### src/rtl/example_block_sync_fifo.sv
// Synchronous first-word-fall-through FIFO with valid/ready handshakes on both sides.
// It reports occupancy and almost-full status, and supports a synchronous software clear.
module example_block_sync_fifo #(
  parameter int DAT_W    = 32,
  parameter int DEPTH    = 8,
  parameter int AFULL_TH = 6,
  parameter int CNT_W    = $clog2(DEPTH) + 1
) (
  input  logic             clk,
  input  logic             rst_n,
  input  logic             sw_clr,
  input  logic             in_vld,
  input  logic [DAT_W-1:0] in_dat,
  output logic             in_rdy,
  output logic             out_vld,
  output logic [DAT_W-1:0] out_dat,
  input  logic             out_rdy,
  output logic [CNT_W-1:0] cnt,
  output logic             full,
  output logic             empty,
  output logic             afull
);

  localparam int PTR_W = $clog2(DEPTH);
  localparam logic [PTR_W-1:0] PTR_ONE   = PTR_W'(1);
  localparam logic [CNT_W-1:0] CNT_ONE   = CNT_W'(1);
  localparam logic [CNT_W-1:0] DEPTH_CNT = CNT_W'(DEPTH);
  localparam logic [CNT_W-1:0] AFULL_CNT = CNT_W'(AFULL_TH);

  logic [DAT_W-1:0] mem [DEPTH];
  logic [PTR_W-1:0] wr_ptr_reg;
  logic [PTR_W-1:0] rd_ptr_reg;
  logic [CNT_W-1:0] cnt_reg;
  logic [CNT_W-1:0] cnt_next;
  logic             push;
  logic             pop;

  // Status flags come only from the registered count.
  // This keeps in_vld and out_rdy off any combinational path to in_rdy or out_vld.
  assign full    = (cnt_reg == DEPTH_CNT);
  assign empty   = (cnt_reg == '0);
  assign afull   = (cnt_reg >= AFULL_CNT);
  assign in_rdy  = !full;
  assign out_vld = !empty;
  assign cnt     = cnt_reg;

  assign push = in_vld & in_rdy;
  assign pop  = out_vld & out_rdy;

  assign out_dat = empty ? '0 : mem[rd_ptr_reg];

  always_comb begin
    cnt_next = cnt_reg;
    case ({push, pop})
      2'b10:   cnt_next = cnt_reg + CNT_ONE;
      2'b01:   cnt_next = cnt_reg - CNT_ONE;
      default: cnt_next = cnt_reg;
    endcase
  end

  always_ff @(posedge clk or negedge rst_n) begin
    if (!rst_n) begin
      wr_ptr_reg <= '0;
      rd_ptr_reg <= '0;
      cnt_reg    <= '0;
    end else if (sw_clr) begin
      // A clear discards any transfer that is offered in the same cycle.
      wr_ptr_reg <= '0;
      rd_ptr_reg <= '0;
      cnt_reg    <= '0;
    end else begin
      if (push) wr_ptr_reg <= wr_ptr_reg + PTR_ONE;
      if (pop)  rd_ptr_reg <= rd_ptr_reg + PTR_ONE;
      cnt_reg <= cnt_next;
    end
  end

  // Storage has no reset; out_dat is masked to zero whenever the FIFO is empty.
  always_ff @(posedge clk) begin
    if (push && !sw_clr) mem[wr_ptr_reg] <= in_dat;
  end

endmodule

### config.mk
export PLATFORM = sky130hd
export DESIGN_NAME = example_block_sync_fifo
export DESIGN_NICKNAME = d
export VERILOG_FILES = /design/src/rtl/example_block_sync_fifo.sv
export SDC_FILE = /design/constraint.sdc
export NUM_CORES = 1
export LEC_CHECK = 0
export BUFFER_PORTS_ARGS = -buffer_cell sky130_fd_sc_hd__buf_2
export CAP_MARGIN = 20
export CORE_MARGIN = 2
export CORE_UTILIZATION = 55
export CTS_CLUSTER_SIZE = 10
export DETAILED_ROUTE_END_ITERATION = 8
export PLACE_DENSITY = 0.86
export SYNTH_ARGS = -nofsm -noshare
export SYNTH_HDL_FRONTEND = slang
export SYNTH_SLANG_ARGS = --single-unit
### constraint.sdc
create_clock -name clk -period 9.4 [get_ports clk]
set_input_delay 0 -clock clk [delete_from_list [all_inputs] [get_ports clk]]
set_output_delay 0 -clock clk [all_outputs]
set_load 0.02 [all_outputs]
==> results.cfg <==
[cells_and_area]
post-route-cell-area_um2 = 12500
area.growth.synth_to_final_pct = 19.4
finalNetCount = 671
antenna_cells = 0
largest_reg_flops = 256
drive_gt1_share_pct = 31.8

[setup_path]
crit_chain = buf_4 -> mux4_2 -> mux2i_1 -> nor2_1 -> buf_2
cp_max_fo = 47
critical_path_class = flip-flop to primary output
worstSetupEndpointType = primary output
startpoint_type = flip-flop
max_stage_delay_ps = 820
worst-path-buf-inv = 2
crit_required_ps = 9400
critPathTopFamily = buffers and inverters
crit_slowest_cell = buf_4
worstPathArrival_ps = 3220

[clock_tree]
cts_root_buf = clkbuf_16
cts.sinks = 266
clk_pin_slew_ps = 50
cts_tree = built
clock_latency_ps = 540
cts_buffer_depth = 3
cts_setup_buffers = 0
cts_resized = 0
cts_buffers = 30
cts_max_level = 1
cts_hold_buf = 39

[timing]
slew_viol_final = 0
skew_ps = 12.6
worst_pin_slew_ps = 926
rsz0062_at_grt = false
clock.fmax_ghz = 0.311
period_needed_ps = 3220
setup_viol = 0
finalCritPeriodShare_pct = 34.2
hold_viol = 0
fin_tns_setup_ps = 0
holdWs_ps = 265
maxSlewHeadroom_pct = 38.3

[pwr]
p_per_area_nw_per_um2 = 253
power_frac_seq_pct = 44.2
power.internal_mw = 2.24
switching_share_pct = 29.0
irDropWorstVdd_v = 0.000161
p_clk_share_pct = 31.9
power.switching_mw = 0.914
power_frac_comb_pct = 23.9
p_leak_nw = 4.11

[detailed_routing]
wl_per_cell_um = 24.9
drc = 0
wirelength_um = 21800
ant_nets = 0
via_per_inst = 6.11
drt-initial-drc-count = 713
vias = 5348
dr.pass1.iters = 7

[synth]
ys_seq_area_share_pct = 76.1
syn_area_um2 = 10400
synth-edff-count = 256
synth.top_cells.by_area = edfxtp_1 (74%), mux4_2 (14%), mux2i_1 (3.1%)
synthFlopType = edfxtp_1
synthCells = 496
synth_fp_nets = 537
synth_top_area_share_pct = 73.7
synth_most_common_cell = edfxtp_1
synth_top_cell_by_area = edfxtp_1
synth_seq_cells = 266
synth_cell_types = 39
ys_top_cells_by_count = edfxtp_1 (256), mux4_2 (64), nor2_1 (44)
ys_warn_count = 0
avgSynthCellArea_um2 = 21.0
synth-async-reset-ratio_pct = 3.76

[floorplan]
io_pins = 78
die_height_um = 142
initial_core_util_pct = 56.0
die_area_um2 = 20100
row_count = 50
die_w_um = 142
core_um2 = 18600

[grt]
grt_max_degree = 58
grt_pass1_wl_um = 33300
overflow = 0
grt_pass1_vias = 5714
grtUsageTotal_pct = 22.4
antenna_found_initial = 0

[placement]
gp_congestion = 0.844
dp_hpwl_um = 11500
portBuffers = 77
place_area_um2 = 11200

[status]
status = finished clean

[flow_run]
cap_viol_max_count = 0

[worst_hold_path]
hp-class = input pin to flip-flop
[per-layer routing]
layer	vias up	share of wire [%]	GRT usage (%)
li1	2287	-	-
met1	2721	39	29.7
met2	276	51	37.9
met3	64	6.1	3.41
met4	0	3.6	8.79
met5	-	0	0
[power by group through the flow]
stage / registers [mW] / logic [mW] / clock network [mW]
after CTS: 1.39 / 0.754 / 1.02
final: 1.39 / 0.754 / 1.01
after global routing: 1.40 / 0.806 / 1.07
after detailed placement: 1.42 / 0.733 / 0
after floorplan: 1.39 / 0.537 / 0
after global placement: 1.41 / 0.709 / 0
[final timing paths]
path                            slack [ps]                         to  depth (start not counted)                      start
worst max-delay path                  6180                out_dat[19]                          5  rd_ptr_reg[0]$_DFFE_PN0P_
worst min-delay path                   270       mem[2][25]$_DFFE_PP_                          2                 in_dat[25]
worst max register to register        6400         cnt[3]$_DFFE_PN0P_                          8         cnt[1]$_DFFE_PN0P_
worst min register to register         670  wr_ptr_reg[0]$_DFFE_PN0P_                          2  wr_ptr_reg[0]$_DFFE_PN0P_
max in group asynchronous             8520  rd_ptr_reg[0]$_DFFE_PN0P_                          3                      rst_n
min in group asynchronous              500         cnt[0]$_DFFE_PN0P_                          3                      rst_n
[cell type report]
type / count / area, µm²
clock buffers: 43 / 821
inverters: 5 / 18.8
clock inverters: 1 / 5.00
flip-flops and latches: 266 / 7940
repair buffers: 129 / 976
multi-input cells: 198 / 2400
fillers: 1162 / 6190
well taps: 234 / 293
[worst reg2reg max path, delay by kind of cell (launching register included)]
kind	cells	cell delay [ps]
adder cells (fa/ha/maj)	1	350
flip-flops	1	500
AND/OR/NAND/NOR	4	1380
AO/OA/AOI/OAI	3	660
[layout by cell type, fill, tap and decap left out, types with 3 or more instances in the layout]
cell type / n
edfxtp_1: 256
clkbuf_1: 12
nand2_1: 9
nand3_1: 5
buf_2: 77
mux4_2: 64
xor2_1: 6
mux2i_1: 32
buf_12: 5
dlygate4sd3_1: 39
buf_4: 6
nor2_1: 38
nor2_4: 6
dfrtp_1: 7
clkbuf_16: 31
inv_1: 3
nand2b_1: 3
ha_1: 4
[cells by family (layout without fill, tap and decap cells)]
kind of cell    after synthesis  after routing  share of synthesized area, %
xor+xnor                      6              6                         0.504
compound gates               19             19                          1.45
simple gates                 73             73                          3.13
buf+inv                      32            178                          1.45
fa+ha+maj                     4              4                         0.480
mux                          96             96                          16.9
flops                       266            266                          76.1
[through the flow]
stage	instances	utilization (%)	total power, mW	setup WS (ps)
4_1_cts	873	66.4	3.16	6090
3_5_place_dp	790	59.9	2.15	6480
2_1_floorplan	496	-	1.93	5460
6_report	876	66.8	3.16	6180
5_1_grt	876	66.8	3.27	5970
3_3_place_gp	786	59.4	2.12	6600
Note: power is estimated with default switching activity, not from simulation.
